## src/rtl/riscv_state_pkg.sv

```systemverilog
// Shared types for the EX-stage scheduler: functional-unit tags and FSM states.
package riscv_state_pkg;

  localparam int unsigned UNIT_W  = 2;
  localparam int unsigned STATE_W = 2;

  // Functional unit an issued instruction targets
  typedef enum logic [UNIT_W-1:0] {
    U_NONE = 2'd0,
    U_ALU  = 2'd1,
    U_MDU  = 2'd2
  } unit_t;

  // Scheduler states: IDLE accepts work, BUSY waits for the MDU, DRAIN discards a flushed MDU result
  typedef enum logic [STATE_W-1:0] {
    IDLE  = 2'd0,
    BUSY  = 2'd1,
    DRAIN = 2'd2
  } sched_state_t;

endpackage

```

## src/rtl/riscv_ex_sched.sv

```systemverilog
// EX-stage scheduler: steers work to the ALU or the multi-cycle MDU, stalls ID/EX while the
// MDU is busy, muxes the WB result and drains MDU work that was flushed by a WB exception.
module riscv_ex_sched
  import riscv_state_pkg::*;
#(
  parameter int unsigned XLEN           = 32,
  parameter int unsigned MDU_MAX_CYCLES = 64
) (
  input  logic            rst_ni,
  input  logic            clk_i,
  input  logic            id_bubble_i,
  input  unit_t           id_unit_i,
  input  logic            wb_stall_i,
  input  logic            wb_exception_i,
  input  logic [XLEN-1:0] alu_r_i,
  input  logic            alu_bubble_i,
  output logic            mdu_req_o,
  input  logic            mdu_ack_i,
  input  logic [XLEN-1:0] mdu_r_i,
  output logic            ex_stall_o,
  output logic [XLEN-1:0] ex_r_o,
  output logic            ex_bubble_o,
  output logic            ex_mdu_timeout_o
);

  localparam int unsigned     CNT_W   = $clog2(MDU_MAX_CYCLES + 1);
  localparam logic [CNT_W-1:0] CNT_MAX = CNT_W'(MDU_MAX_CYCLES);

  sched_state_t    state_q, state_d;
  unit_t           sel_q, sel_d;
  logic [XLEN-1:0] mdu_r_q, mdu_r_d;
  logic            mdu_bubble_q, mdu_bubble_d;
  logic [CNT_W-1:0] cnt_q, cnt_d;
  logic [CNT_W-1:0] cnt_inc;
  logic            mdu_req_q, mdu_req_d;
  logic            timeout_q, timeout_d;
  logic            issue_mdu;

  // Issue decode and EX stall; stall covers the issue cycle and every non-IDLE cycle
  always_comb begin
    issue_mdu  = (state_q == IDLE) && !id_bubble_i && (id_unit_i == U_MDU) &&
                 !wb_stall_i && !wb_exception_i;
    ex_stall_o = wb_stall_i || issue_mdu || (state_q != IDLE);
    cnt_inc    = cnt_q + CNT_W'(1);
  end

  // Next-state and datapath update for the scheduler FSM
  always_comb begin
    state_d      = state_q;
    sel_d        = sel_q;
    mdu_r_d      = mdu_r_q;
    mdu_bubble_d = mdu_bubble_q;
    cnt_d        = cnt_q;
    mdu_req_d    = 1'b0;
    timeout_d    = timeout_q;

    unique case (state_q)
      IDLE: begin
        if (issue_mdu) begin
          // MDU result slot shows a bubble until the new result lands
          mdu_req_d    = 1'b1;
          cnt_d        = '0;
          sel_d        = U_MDU;
          mdu_bubble_d = 1'b1;
          state_d      = BUSY;
        end else if (!ex_stall_o) begin
          // Whatever was on ex_r_o has been consumed; return the mux to the ALU
          sel_d        = U_ALU;
          mdu_bubble_d = 1'b1;
        end
      end

      BUSY: begin
        if (cnt_q != CNT_MAX) begin
          cnt_d = cnt_inc;
          if (cnt_inc == CNT_MAX) timeout_d = 1'b1;
        end
        if (wb_exception_i) begin
          state_d = mdu_ack_i ? IDLE : DRAIN;
        end else if (mdu_ack_i) begin
          mdu_r_d      = mdu_r_i;
          mdu_bubble_d = 1'b0;
          sel_d        = U_MDU;
          state_d      = IDLE;
        end
      end

      DRAIN: begin
        // The MDU cannot be aborted, so its flushed result is swallowed here
        if (mdu_ack_i) begin
          mdu_bubble_d = 1'b1;
          state_d      = IDLE;
        end
      end

      default: begin
        state_d = IDLE;
      end
    endcase

    // A flush always kills any pending MDU result
    if (wb_exception_i) mdu_bubble_d = 1'b1;
  end

  // FSM state register
  always_ff @(posedge clk_i or negedge rst_ni) begin
    if (!rst_ni) state_q <= IDLE;
    else         state_q <= state_d;
  end

  // Result select, captured MDU result, timeout counter and registered outputs
  always_ff @(posedge clk_i or negedge rst_ni) begin
    if (!rst_ni) begin
      sel_q        <= U_ALU;
      mdu_r_q      <= '0;
      mdu_bubble_q <= 1'b1;
      cnt_q        <= '0;
      mdu_req_q    <= 1'b0;
      timeout_q    <= 1'b0;
    end else begin
      sel_q        <= sel_d;
      mdu_r_q      <= mdu_r_d;
      mdu_bubble_q <= mdu_bubble_d;
      cnt_q        <= cnt_d;
      mdu_req_q    <= mdu_req_d;
      timeout_q    <= timeout_d;
    end
  end

  // WB result mux
  always_comb begin
    ex_r_o      = (sel_q == U_MDU) ? mdu_r_q      : alu_r_i;
    ex_bubble_o = (sel_q == U_MDU) ? mdu_bubble_q : alu_bubble_i;
  end

  assign mdu_req_o        = mdu_req_q;
  assign ex_mdu_timeout_o = timeout_q;

endmodule

```

## config.mk

```make
export PLATFORM = sky130hd
export DESIGN_NAME = riscv_ex_sched
export DESIGN_NICKNAME = d
export VERILOG_FILES = /design/src/rtl/riscv_state_pkg.sv /design/src/rtl/riscv_ex_sched.sv
export SDC_FILE = /design/constraint.sdc
export NUM_CORES = 1
export LEC_CHECK = 0
export BUFFER_PORTS_ARGS = -buffer_cell sky130_fd_sc_hd__buf_2
export CAP_MARGIN = 20
export CORE_UTILIZATION = 43
export CTS_BUF_LIST = sky130_fd_sc_hd__clkbuf_8 sky130_fd_sc_hd__clkbuf_16
export DETAILED_ROUTE_END_ITERATION = 7
export PLACE_DENSITY_LB_ADDON = 0.2
export SYNTH_ARGS = -nofsm -noshare
export SYNTH_HDL_FRONTEND = slang
export SYNTH_SLANG_ARGS = --single-unit
```

## constraint.sdc

```tcl
create_clock -name clk_i -period 1.7 [get_ports clk_i]
set_clock_uncertainty 0.2 [all_clocks]
set_input_delay 0 -clock clk_i [delete_from_list [all_inputs] [get_ports clk_i]]
set_output_delay 0 -clock clk_i [all_outputs]
set_load 0.05 [all_outputs]
```

==> results.sh <==
export IMPL_status="finished with violations"
export IMPL_violations="negative hold slack, negative setup slack"
export IMPL_worst_pin_slew_ns=0.491
export IMPL_grtUsageTotal=0.254
export IMPL_start_kind="flip-flop"
export IMPL_design_area_um2=4490
export IMPL_cp_end_kind="primary output"
export IMPL_grt_pass1_wl_mm=11.9
export IMPL_synth_seq_cells=46
export IMPL_dpl_cell_count=397
export IMPL_io_buffers=108
export IMPL_syn_instance_count=208
export IMPL_num_nets_final=464
export IMPL_regArea_um2=1150
export IMPL_gr_total_overflow=0
export IMPL_layout_commonest_cell="buf_2"
export IMPL_slew_viol_final=0
export IMPL_cts_buffers=5
export IMPL_p_leak_nw=2.15
export IMPL_period_minus_slack_ns=1.91
export IMPL_drive_gt1_frac=0.626
export IMPL_wirelength_mm=9.63
export IMPL_h_tree_depth=2
export IMPL_core_um2=5570
export IMPL_rsz0062_at_grt="true"
export IMPL_cts_reportedPaths_clkPinSlew_ns=0.09
export IMPL_dr_pass1_iters=5
export IMPL_drt_iter0_drc=115
export IMPL_place_hpwl_mm=4.16
export IMPL_worstPathArrival_ns=1.71
export IMPL_clock_sinks=46
export IMPL_setup_violations_final=70
export IMPL_synth_ff_type="dfrtp_1"
export IMPL_crit_family="buffers and inverters"
export IMPL_grt_antenna_before_repair=1
export IMPL_setup_tns_ns=-7.08
export IMPL_fin_util=0.806
export IMPL_grt_max_degree=47
export IMPL_grt_pass1_vias=2447
export IMPL_syn_avg_cell_area_um2=12.1
export IMPL_finalCritPeriodShare=1.13
export IMPL_cts_tree="done"
export IMPL_max_stage_delay_ns=0.38
export IMPL_ys_seq_area_frac=0.457
export IMPL_worst_path_buf_inv=4
export IMPL_floorplan_initialDensity=0.453
export IMPL_critPathSlowestCell="dfrtp_1"
export IMPL_rows=27
export IMPL_synth_cell_types=41
export IMPL_hp_class="input pin to flip-flop"
export IMPL_via_count=2566
export IMPL_powerDensity_nw_per_um2=1690
export IMPL_hold_viol_final=1
export IMPL_crit_chain="inv_2 > nor2_4 > buf_6 > buf_16 > mux2_2 > buf_6"
export IMPL_fp_dieW_um=78.6
export IMPL_clock_latency_ns=0.30
export IMPL_place_congestion=0.807
export IMPL_whs_ns=-0.00428
export IMPL_power_mw=7.61
export IMPL_dpl_cell_area_um2=3290
export IMPL_area_growth_pct=78.0
export IMPL_path_common_cell="buf_6"
export IMPL_via_per_inst=5.60
export IMPL_nFillCells=285
export IMPL_final_instance_count_excl_fill=458
export IMPL_post_place_ws_ns=-0.0642
export IMPL_cts_root_buf="clkbuf_8"
export IMPL_relSlewSlack=0.671
export IMPL_syn_cell_area_um2=2520
export IMPL_yosysWarningCount=0
export IMPL_max_freq_mhz=523
export IMPL_die_height_um=78.6
export IMPL_path_class="flip-flop to primary output"
export IMPL_setup_slack_ns=-0.214
export IMPL_io_pins=109
export IMPL_die_area_um2=6180
export IMPL_ys_async_sr_fraction=1.00
export IMPL_antenna_left=0
export IMPL_crit_required_ns=1.50
export IMPL_maxCapViolCount=0
export IMPL_clockBufferDepth=2
export IMPL_final_cell_mix="74 x buf_2, 46 x mux2_2, 43 x dfrtp_1"
export IMPL_drcViolationCount=0
export IMPL_peakVddDrop_mv=1.01
export IMPL_wl_per_cell_um=21.0
export IMPL_multi_input_area_um2=1480
export IMPL_syn_nets=288
export IMPL_synth_edf_count=0
export IMPL_cp_max_fo=7
[registers in the layout (all words and copies together) (netlist names)]
signal	cells
mdu_r_q	32
cnt_q	7
sel_q	2
state_q	2
ex_mdu_timeout_o	1
mdu_bubble_q	1
mdu_req_o	1
[where the power goes]
| part | internal (mW) | switching (mW) |
|---|---|---|
| logic | 2.44 | 2.43 |
| clock network | 0.323 | 0.387 |
| registers | 1.61 | 0.413 |
[cells in the mapped netlist, drive strengths merged (2+ instances only)]
master / n / share of area
a21oi: 5 / 0.0099
a32oi: 3 / 0.010
and3: 4 / 0.0099
buf: 8 / 0.019
dfrtp: 44 / 0.44
dfstp: 2 / 0.021
ha: 7 / 0.035
inv: 9 / 0.013
mux2: 65 / 0.29
nand2: 10 / 0.015
nand3: 2 / 0.0040
nand4: 3 / 0.0074
nor2: 3 / 0.0055
nor2b: 8 / 0.021
nor3: 2 / 0.0040
o211ai: 2 / 0.0059
o21ai: 9 / 0.018
o22ai: 2 / 0.0050
[worst register-to-register path, delay by kind of cell, from the launching register on]
family | cells | cell delay, ns
DFF | 1 | 0.40
buffers and inverters | 2 | 0.20
AOI/OAI and AO/OA | 2 | 0.52
adders and majority gates | 1 | 0.15
and+or+nand+nor | 1 | 0.23
[what timing repair did]
item,in CTS,in global routing
resized for setup,88,65
cloned,4,3
pin swaps,5,18
hold endpoints to repair,83,0
buffers inserted,6,4
endpoints found under the setup margin,70,78
hold buffers,36,0
[path summary, 6_finish.rpt]
path,slack [ns],from,to,cells after the start
min in group asynchronous,0.03,rst_ni,mdu_r_q[16],3
max reg2reg,-0.12,state_q[1],cnt_q[6],6
min,-0.004,id_bubble_i,state_q[0],5
max in group asynchronous,0.99,rst_ni,mdu_bubble_q,3
max,-0.21,sel_q[1],ex_r_o[30],6
min reg2reg,0.27,ex_mdu_timeout_o,ex_mdu_timeout_o,2
[kinds of logic after synthesis]
kind of cell | Yosys count | synth area share
fa+ha+maj | 7 | 0.0347
compound gates | 31 | 0.0828
mux | 65 | 0.290
xor+xnor | 2 | 0.00694
flops | 46 | 0.457
simple gates | 40 | 0.0962
buf+inv | 17 | 0.0322
[cell type report]
type,instances,share of cell area
timing repair buffer,177,0.365
multi-input combinational,145,0.329
sequential,46,0.257
tap,72,0.0201
clock buffer,6,0.0184
inverter,9,0.00808
clock inverter,2,0.00195
antenna,1,0.000557
[per-layer routing]
metal / vias up / global-route usage / routed length, µm
met3: 45 / 0.0512 / 666
met1: 1248 / 0.290 / 3500
met4: 0 / 0.128 / 498
met5: - / 0 / 0
li1: 1111 / - / -
met2: 162 / 0.446 / 4960
Power figures use the tool's default switching activity.
